==> src/rtl/sdram_client_arbiter.sv <==
// sdram_client_arbiter: multiplexes NUM_CLIENTS toggle-handshake clients onto
// a single toggle-handshake SDRAM controller port.
//
// Handshake: a client is pending while cl_req[i] != cl_ack[i]. The SDRAM access
// is outstanding while sdr_req != sdr_ack. A grant toggles sdr_req; completion
// is seen when sdr_ack catches up. There is no valid/ready pair and no extra
// backpressure beyond these toggles.
// busy mirrors the FSM state (1 = WAIT) and grant_id names the served client,
// so both stay observable from outside.
module sdram_client_arbiter #(
  parameter int NUM_CLIENTS = 3,
  parameter int ADDR_W      = 26,
  parameter int RDATA_W     = 32,
  parameter int RR_MODE     = 0
) (
  input  logic                           clk,
  input  logic                           reset,
  input  logic [NUM_CLIENTS-1:0]         cl_req,
  output logic [NUM_CLIENTS-1:0]         cl_ack,
  input  logic [NUM_CLIENTS*ADDR_W-1:0]  cl_addr,
  input  logic [NUM_CLIENTS*16-1:0]      cl_wdata,
  input  logic [NUM_CLIENTS*2-1:0]       cl_be,
  input  logic [NUM_CLIENTS-1:0]         cl_rw,
  output logic [NUM_CLIENTS*RDATA_W-1:0] cl_q,
  output logic [ADDR_W-1:0]              sdr_addr,
  output logic [15:0]                    sdr_data,
  output logic [1:0]                     sdr_be,
  output logic                           sdr_rw,
  output logic                           sdr_req,
  input  logic                           sdr_ack,
  input  logic [RDATA_W-1:0]             sdr_q,
  output logic [2:0]                     grant_id,
  output logic                           busy
);

  typedef enum logic {
    S_IDLE = 1'b0,
    S_WAIT = 1'b1
  } state_t;

  state_t                     r_state;
  state_t                     w_next_state;

  logic [NUM_CLIENTS-1:0]         r_cl_ack;
  logic [NUM_CLIENTS*RDATA_W-1:0] r_cl_q;
  logic [ADDR_W-1:0]              r_sdr_addr;
  logic [15:0]                    r_sdr_data;
  logic [1:0]                     r_sdr_be;
  logic                           r_sdr_rw;
  logic                           r_sdr_req;
  logic [2:0]                     r_grant_id;
  logic [2:0]                     r_last;

  logic [NUM_CLIENTS-1:0] w_pending;
  logic                   w_any;
  logic [2:0]             w_win;
  logic                   w_issue;
  logic                   w_done;
  logic [ADDR_W-1:0]      w_sel_addr;
  logic [15:0]            w_sel_wdata;
  logic [1:0]             w_sel_be;
  logic                   w_sel_rw;

  assign w_pending = cl_req ^ r_cl_ack;
  assign w_any     = |w_pending;

  // Winner selection: lowest pending index, or first pending above the last grant.
  always_comb begin : p_winner
    int   idx;
    logic found;
    w_win = '0;
    idx   = 0;
    found = 1'b0;
    if (RR_MODE == 0) begin
      for (int i = NUM_CLIENTS - 1; i >= 0; i--) begin
        if (w_pending[i]) w_win = 3'(i);
      end
    end else begin
      for (int k = 1; k <= NUM_CLIENTS; k++) begin
        idx = (int'(r_last) + k) % NUM_CLIENTS;
        if (!found && w_pending[idx]) begin
          w_win = 3'(idx);
          found = 1'b1;
        end
      end
    end
  end

  // Field mux: pick the winning client's request fields out of the packed buses.
  always_comb begin
    w_sel_addr  = '0;
    w_sel_wdata = '0;
    w_sel_be    = '0;
    w_sel_rw    = 1'b1;
    for (int i = 0; i < NUM_CLIENTS; i++) begin
      if (3'(i) == w_win) begin
        w_sel_addr  = cl_addr[i*ADDR_W +: ADDR_W];
        w_sel_wdata = cl_wdata[i*16 +: 16];
        w_sel_be    = cl_be[i*2 +: 2];
        w_sel_rw    = cl_rw[i];
      end
    end
  end

  // FSM state register.
  always_ff @(posedge clk) begin
    if (reset) r_state <= S_IDLE;
    else       r_state <= w_next_state;
  end

  // FSM next state: IDLE issues whenever anyone is pending; WAIT ends on ack match.
  always_comb begin
    w_next_state = r_state;
    case (r_state)
      S_IDLE:  if (w_any) w_next_state = S_WAIT;
      S_WAIT:  if (sdr_ack == r_sdr_req) w_next_state = S_IDLE;
      default: w_next_state = S_IDLE;
    endcase
  end

  // FSM outputs: issue and completion strobes plus the busy flag.
  always_comb begin
    w_issue = (r_state == S_IDLE) && w_any;
    w_done  = (r_state == S_WAIT) && (sdr_ack == r_sdr_req);
    busy    = (r_state == S_WAIT);
  end

  // Datapath: latch request fields at grant, return read data and ack at completion.
  // Completion always returns to IDLE, so two issues are at least two edges apart.
  always_ff @(posedge clk) begin
    if (reset) begin
      r_cl_ack   <= '0;
      r_cl_q     <= '0;
      r_sdr_addr <= '0;
      r_sdr_data <= '0;
      r_sdr_be   <= '0;
      r_sdr_rw   <= 1'b1;
      r_sdr_req  <= 1'b0;
      r_grant_id <= '0;
      r_last     <= 3'(NUM_CLIENTS - 1);
    end else begin
      if (w_issue) begin
        r_sdr_addr <= w_sel_addr;
        r_sdr_data <= w_sel_wdata;
        r_sdr_be   <= w_sel_be;
        r_sdr_rw   <= w_sel_rw;
        r_sdr_req  <= ~r_sdr_req;
        r_grant_id <= w_win;
        r_last     <= w_win;
      end
      if (w_done) begin
        // Writes also load sdr_q; only the granted slice ever changes.
        for (int i = 0; i < NUM_CLIENTS; i++) begin
          if (3'(i) == r_grant_id) begin
            r_cl_q[i*RDATA_W +: RDATA_W] <= sdr_q;
            r_cl_ack[i]                  <= ~r_cl_ack[i];
          end
        end
      end
    end
  end

  assign cl_ack   = r_cl_ack;
  assign cl_q     = r_cl_q;
  assign sdr_addr = r_sdr_addr;
  assign sdr_data = r_sdr_data;
  assign sdr_be   = r_sdr_be;
  assign sdr_rw   = r_sdr_rw;
  assign sdr_req  = r_sdr_req;
  assign grant_id = r_grant_id;

endmodule

==> config.mk <==
export PLATFORM = sky130hd
export DESIGN_NAME = sdram_client_arbiter
export DESIGN_NICKNAME = d
export VERILOG_FILES = /design/src/rtl/sdram_client_arbiter.sv
export SDC_FILE = /design/constraint.sdc
export NUM_CORES = 1
export LEC_CHECK = 0
export BUFFER_PORTS_ARGS = -buffer_cell sky130_fd_sc_hd__buf_4
export CORE_AREA = 2 2 125 127
export DETAILED_ROUTE_END_ITERATION = 10
export DIE_AREA = 0 0 127 129
export PLACE_DENSITY = 0.78
export RECOVER_POWER = 25
export SLEW_MARGIN = 20
export SYNTH_ARGS = -nofsm -noshare
export SYNTH_HDL_FRONTEND = slang
export SYNTH_SLANG_ARGS = --single-unit
==> constraint.sdc <==
create_clock -name clk -period 2.84 [get_ports clk]
set_input_delay 0.142 -clock clk [delete_from_list [all_inputs] [get_ports clk]]
set_output_delay 0.142 -clock clk [all_outputs]
set_load 0.01 [all_outputs]
==> flow_metrics.tcl, run 1 <==
set metrics [dict create \
    status "completed" \
    synth_cells 626 \
    rows 45 \
    fmaxAchievable_mhz 439 \
    cts_max_level 4 \
    grt_overflow_total 0 \
    syn-cell-area_um2 5960 \
    clockBufferDepth 2 \
    power.share.sequential_pct 38.5 \
    netlist_top_cells_area "dfxtp_1 50%, mux2i_1 13%, nand2_1 8.1%" \
    synth-edff-count 0 \
    root_buffer "clkbuf_16" \
    dieWidth_um 127 \
    first_pass_iters 4 \
    clk_latency_ps 410 \
    critPathLaunchType "register" \
    antenna_found_initial 0 \
    hp-start "cl_rw[0]" \
    first_global_vias 5824 \
    crit_path_end_kind "register" \
    postRouteAntennaNets 0 \
    gp_congestion 0.794 \
    post_cts_buffers 0 \
    period_share_pct 80.2 \
    grt_pass1_wl_mm 31.0 \
    hold_path_class "in -> reg" \
    drt_iter0_drc 365 \
    finalSetupViolCount 0 \
    final_hold_viol_count 0 \
    power.clock.fraction_pct 37.3 \
    vias 5927 \
    cts_tree "yes" \
    p_sw_share_pct 29.6 \
    utilization_pct 61.1 \
    ff_latch_area_um2 2960 \
    tightest_slew_ps 586 \
    leakage_nw 4.01 \
    die_h_um 129 \
    syn_area_per_cell_um2 9.52 \
    relSlewSlack_pct 60.8 \
    clock-sinks 148 \
    via_per_inst 5.12 \
    power_switching_w 0.00186 \
    drc 0 \
    yosys-top-cells-count "148 x dfxtp_1, 128 x nand2_1, 77 x mux2i_1" \
    slew_viol_final 0 \
    critPathArrivalTime_ps 2550 \
    ctsHoldBuffers 32 \
    nFillCells 1349 \
    min_to "sdr_rw$_SDFFE_PP1P_" \
    synth_warnings 0 \
    setup-tns-final_ps 0 \
    r2r_setup_slack_ps 560 \
    drive_gt1_share_pct 33.1 \
    synth_fp_nets 799 \
    synth.top_cell.area_share_pct 49.7 \
    r2r-end "sdr_data[13]$_SDFFE_PP0P_" \
    area_growth_pct 53.4 \
    maxCapViolCount 0 \
    wirelength_mm 20.3 \
    synth_top_area_cell "dfxtp_1" \
    r2r_cells 5 \
    cts_buffers 17 \
    coreArea_um2 15000 \
    p_int_w 0.00443 \
    timing.rr.start "cl_ack[2]$_SDFFE_PP0P_" \
    ios 322 \
    die-area_um2 16400 \
    dp_hpwl_mm 14.0 \
    synth-seq-cells 148 \
    pwr_density_cell_nw_per_um2 688 \
    synth.distinct_cells 27 \
    yosysMostFrequentCell "dfxtp_1" \
    final_nets 1130 \
    multiInputGateArea_um2 2690 \
    track_usage_pct 24.2 \
    io_buffers 320 \
    synth_ff_type "dfxtp_1" \
    yosysSeqAreaShare_pct 49.7 \
    path_class "reg -> reg" \
    wire_per_inst_um 17.6 \
    finClkSkew_ps 6.84 \
    synthArstFlopShare_pct 0 \
    cp.required_ps 3110 \
    grt_max_degree 90 \
    power_frac_comb_pct 24.2 \
    whs_path_depth 3 \
    clkTransAtPathRegs_ps 60 \
    start_util_pct 39.8 \
    peakVddDrop_uv 434 \
    period_minus_slack_ps 2280 \
    n_antenna_cell 0 \
    rsz0062_at_grt "false" \
    ctsResizeCount 0 \
    cp_max_fo 31 \
]
## routing by layer
metal	wire length, µm	part of all wire (%)	global-route usage, %	up-vias
met5	0	0	0	-
met4	490	2.4	9.24	0
met3	1650	8.1	7.94	37
met2	10200	50	43.7	253
met1	7970	39	26.5	2778
li1	-	-	-	2859
## worst max path at each step
stage | startpoint | end | slack [ps]
floorplan | cl_ack[2]$_SDFFE_PP0P_ | sdr_data[0]$_SDFFE_PP0P_ | 1120
global placement | cl_ack[2]$_SDFFE_PP0P_ | sdr_addr[25]$_SDFFE_PP0P_ | 740
detailed placement | cl_ack[2]$_SDFFE_PP0P_ | sdr_addr[13]$_SDFFE_PP0P_ | 660
CTS | cl_ack[2]$_SDFFE_PP0P_ | sdr_data[13]$_SDFFE_PP0P_ | 590
global route | cl_ack[2]$_SDFFE_PP0P_ | sdr_be[1]$_SDFFE_PP0P_ | 500
finish | cl_ack[2]$_SDFFE_PP0P_ | sdr_data[13]$_SDFFE_PP0P_ | 560
## worst max-delay path: stages, from the launching register on
cell and delay (ps):
dfxtp_1 390, xor2_1 330, or4b_2 860, buf_12 280, o22ai_2 170, a211oi_1 80
## flip-flops by register name (all words and copies together), names as in the netlist
signal,flops
sdr_addr,26
cl_q,96
sdr_rw,1
busy,1
sdr_data,16
grant_id,2
sdr_be,2
sdr_req,1
cl_ack,3
## cell families (layout without fill, tap and decap cells)
| logic type | count (synthesis) | after routing | share of synthesized area (%) |
|---|---|---|---|
| AND/OR/NAND/NOR | 176 | 176 | 12.0 |
| AO/OA/AOI/OAI | 157 | 157 | 18.6 |
| flip-flops | 148 | 148 | 49.7 |
| multiplexers | 78 | 78 | 13.1 |
| buffers and inverters | 58 | 402 | 5.41 |
| XOR/XNOR | 8 | 8 | 1.18 |
| other | 1 | 1 | 0.0629 |
## final cells by class
type                       instances  share of cell area [%]
inverter                           3                   0.123
clock inverter                    15                    2.16
multi-input combinational        420                    29.4
clock buffer                      17                    4.65
timing repair buffer             367                    28.6
sequential                       148                    32.4
tap                              188                    2.57
## power groups by stage
stage	Clock, W	Combinational [W]	Sequential [W]
after CTS	0.00238	0.00160	0.00242
after global routing	0.00248	0.00164	0.00245
final	0.00234	0.00153	0.00242
after global placement	0	0.00154	0.00246
after floorplan	0	0.000747	0.00255
after detailed placement	0	0.00156	0.00247
## through the flow
stage | instances | power [W] | hold WS (ps) | setup slack (ps) | cell area, µm²
after floorplan | 626 | 0.00329 | 278 | 1120 | 5960
after global placement | 1094 | 0.00400 | 390 | 742 | 8480
after detailed placement | 1094 | 0.00402 | 397 | 658 | 8480
after CTS | 1158 | 0.00640 | 42.0 | 592 | 9420
after global routing | 1158 | 0.00656 | 46.2 | 496 | 9150
final | 1158 | 0.00629 | 59.2 | 562 | 9150
## cells in the final DEF, fill, tap and decap left out, types with 2 or more instances in the layout
master,count
buf_4,256
o22ai_1,22
inv_6,3
clkinvlp_4,2
bufinv_16,3
dfxtp_1,148
a21oi_1,65
clkinv_4,5
mux2i_1,77
buf_12,5
dlygate4sd3_1,32
a211oi_1,44
inv_8,2
xnor2_1,4
nor2_1,39
clkbuf_16,17
o22ai_2,23
clkbuf_1,74
xor2_1,4
inv_1,3
nand2_1,128
nand4b_1,2
Note: power is estimated with default switching activity, not from simulation.
==> run 2: changes to the inputs <==
--- a/config.mk
+++ b/config.mk
@@ -5,11 +5,12 @@
 export SDC_FILE = /design/constraint.sdc
 export NUM_CORES = 1
 export LEC_CHECK = 0
+export ABC_AREA = 1
 export BUFFER_PORTS_ARGS = -buffer_cell sky130_fd_sc_hd__buf_4
-export CORE_AREA = 2 2 125 127
+export CORE_MARGIN = 2
+export CORE_UTILIZATION = 43
 export DETAILED_ROUTE_END_ITERATION = 10
-export DIE_AREA = 0 0 127 129
-export PLACE_DENSITY = 0.78
+export PLACE_DENSITY = 0.83
 export RECOVER_POWER = 25
 export SLEW_MARGIN = 20
 export SYNTH_ARGS = -nofsm -noshare
==> constraint.sdc (replaced) <==
create_clock -name clk -period 2 [get_ports clk]
set_input_delay 0.1 -clock clk [delete_from_list [all_inputs] [get_ports clk]]
set_output_delay 0.1 -clock clk [all_outputs]
set_load 0.01 [all_outputs]
==> run 2 against run 1 <==
Final cell count up 39%. Flip-flop and latch count did not move. Synthesized cell count increased by 70%. First-iteration DRC count increased by 25%. Total power is 32% higher. Non-clock buffer count rose by 9. Critical path depth rose by 4. Final area is 9.9% higher. Clock skew grew 0.68 ps. Global-route usage increased by 3.0 points. Synthesized area increased by 17%. Hold slack got worse by 36 ps. Largest cell class is now multi-input combinational cells. Largest power group unchanged.
==> flow_metrics.tcl, run 2 <==
set metrics [dict create \
    drive_gt1_share_pct 22.9 \
    coreArea_um2 15800 \
    clkTransAtPathRegs_ps 70 \
    die_h_um 131 \
    peakVddDrop_uv 859 \
    dp_hpwl_mm 16.6 \
    r2r_setup_slack_ps 400 \
    via_per_inst 4.90 \
    path_class "reg -> reg" \
    synth_fa_ha_area_share_pct 0 \
    synth-edff-count 0 \
    synth_cells 1063 \
    cts_buffers 17 \
    synth_top_family_by_area "simple AND/OR/NAND/NOR gates" \
    power_switching_w 0.00247 \
    yosys-top-cells-count "308 x nand2_1, 156 x nor2_1, 148 x dfxtp_1" \
    root_buffer "clkbuf_16" \
    power_frac_comb_pct 22.2 \
    wirelength_mm 23.9 \
    gp_congestion 0.866 \
    clockBufferDepth 2 \
    wire_per_inst_um 14.8 \
    io_buffers 320 \
    cp_cell_sequence "inv_2 > nand2_1 > nand2_2 > nor2_4 > buf_4 > nand2_1 > buf_4 > nand2_1 > a21oi_1" \
    rsz0062_at_grt "false" \
    drc 0 \
    status "completed" \
    slew_viol_final 0 \
    start_util_pct 44.0 \
    track_usage_pct 27.2 \
    path_common_cell "nand2_1" \
    r2r_cells 9 \
    antenna_found_initial 0 \
    die-area_um2 17200 \
    first_global_vias 7543 \
    synth-compound-area-share_pct 11.0 \
    yosysSeqAreaShare_pct 42.6 \
    place_worst_setup_slack_ps 395 \
    grt_pass1_wl_mm 38.3 \
    setup-tns-final_ps 0 \
    syn-cell-area_um2 6960 \
    cts_max_level 4 \
    synth_xor_area_share_pct 0 \
    n_antenna_cell 0 \
    r2r-end "cl_q[46]$_SDFFE_PP0P_" \
    crit_path_end_kind "register" \
    cts_tree "yes" \
    ios 322 \
    pwr_density_cell_nw_per_um2 828 \
    drt_iter0_drc 455 \
    final_common_cell "nand2_1" \
    rows 46 \
    relSlewSlack_pct 61.8 \
    finClkSkew_ps 7.53 \
    synthSimpleGateAreaFrac_pct 34.5 \
    cp_max_fo 22 \
    post_cts_buffers 0 \
    synth_fp_nets 1236 \
    synth.distinct_cells 23 \
    power_w 0.00833 \
    setup_ws_ps 402 \
    period_minus_slack_ps 1600 \
    final_nets 1557 \
    grt_overflow_total 0 \
    synthArstFlopShare_pct 0 \
    power.share.sequential_pct 39.6 \
    synth_mux_area_share_pct 0 \
    critPathArrivalTime_ps 1880 \
    cp.required_ps 2280 \
    crit_slowest_cell "dfxtp_1" \
    leakage_nw 4.84 \
    clock-sinks 148 \
    nFillCells 1455 \
    critPathCapture "cl_q[46]$_SDFFE_PP0P_" \
    maxCapViolCount 0 \
    syn_area_per_cell_um2 6.54 \
    hp-start "cl_rw[2]" \
    dieWidth_um 131 \
    whs_ps 23.0 \
    postRouteAntennaNets 0 \
    netlist_top_cells_area "dfxtp_1 43%, nand2_1 17%, nor2_1 8.4%" \
    synth-seq-cells 148 \
    max_stage_delay_ps 390 \
    p_int_w 0.00585 \
    synth_ff_type "dfxtp_1" \
    clk_latency_ps 420 \
    tightest_slew_ps 573 \
    p_sw_share_pct 29.7 \
    vias 7896 \
    synth.top_cell.area_share_pct 42.6 \
    fmaxAchievable_mhz 626 \
    synth_top_area_cell "dfxtp_1" \
    crit_start "sdr_req$_SDFFE_PP0P_" \
    synth_warnings 0 \
    final_hold_viol_count 0 \
    first_pass_iters 5 \
    period_share_pct 79.9 \
    largest_reg_flops 96 \
    finalSetupViolCount 0 \
    yosysMostFrequentCell "nand2_1" \
    area_growth_pct 44.5 \
    final_cell_mix "308 x nand2_1, 266 x buf_4, 156 x nor2_1, 148 x dfxtp_1, 112 x a21oi_1" \
    grt_max_degree 91 \
    hold_path_class "in -> reg" \
    power.clock.fraction_pct 38.2 \
    critPathLaunchType "register" \
    timing.rr.start "sdr_req$_SDFFE_PP0P_" \
]
-- run 2: changes by cell type after synthesis, moves of 13 or more --
cell      delta
o22ai_1     -22
nand2_1    +180
buf_2       +13
a211oi_1    -44
o21ai_1     +24
o22ai_2     -23
mux2i_1     -77
nor2_1     +116
nand3_1    +110
buf_4       +16
a21oi_1     +47
inv_1       +94
-- run 2: layer usage --
layer  wire, µm  part of all wire (%)  vias to the layer above  GRT usage (%)
met5          0                     0                        -              0
met4        791                   3.3                        0           11.7
met3       2260                   9.5                       59           9.41
met2      11600                    49                      322           47.5
met1       9250                    39                     3571           29.9
li1           -                     -                     3944              -
-- run 2: cell families after synthesis --
family	count (synthesis)
and+or+nand+nor	587
buffers and inverters	176
AOI/OAI and AO/OA	151
DFF	148
other	1
-- run 2: worst min-delay path by stage --
stage                                endpoint  slack [ps]  cells past startpoint
floorplan               cl_q[13]$_SDFFE_PP0P_         250                      2
global placement        cl_q[15]$_SDFFE_PP0P_         350                      3
detailed placement      cl_q[17]$_SDFFE_PP0P_         360                      3
CTS                  sdr_addr[2]$_SDFFE_PP0P_          10                      5
global route        sdr_addr[18]$_SDFFE_PP0P_          40                      5
finish                    sdr_rw$_SDFFE_PP1P_          20                      5
-- run 2: what timing repair did --
item / in CTS / in global routing
resized for setup: 0 / 0
hold buffers: 32 / 0
endpoints found under the hold margin: 92 / 0
-- run 2: power groups by stage --
stage          clock network, W  registers, W  logic [W]
6_report                0.00318       0.00330    0.00185
5_1_grt                 0.00334       0.00332    0.00205
4_1_cts                 0.00324       0.00330    0.00194
3_5_place_dp                  0       0.00336    0.00188
3_3_place_gp                  0       0.00336    0.00185
2_1_floorplan                 0       0.00345   0.000959
-- run 2: area by class of cell --
type	instances	area [µm²]	area share (%)
sequential	148	2960	29.5
multi-input combinational	739	3170	31.5
clock buffer	20	447	4.44
timing repair buffer	376	2680	26.6
tap	216	270	2.69
inverter	102	383	3.81
clock inverter	12	141	1.41
-- run 2: metrics by stage --
step / cell area (µm²) / util [%] / std cells
after floorplan: 6960 / - / 1063
after global placement: 9420 / 59.5 / 1549
after detailed placement: 9420 / 59.5 / 1549
after CTS: 10300 / 65.2 / 1613
after global routing: 10000 / 63.5 / 1613
final: 10000 / 63.5 / 1613
-- run 2: worst max-delay path: cells and delay by family (launching register included) --
| kind | cells | cell delay (ps) |
|---|---|---|
| buffers and inverters | 3 | 530 |
| and+or+nand+nor | 5 | 470 |
| DFF | 1 | 390 |
| AOI/OAI and AO/OA | 1 | 80 |
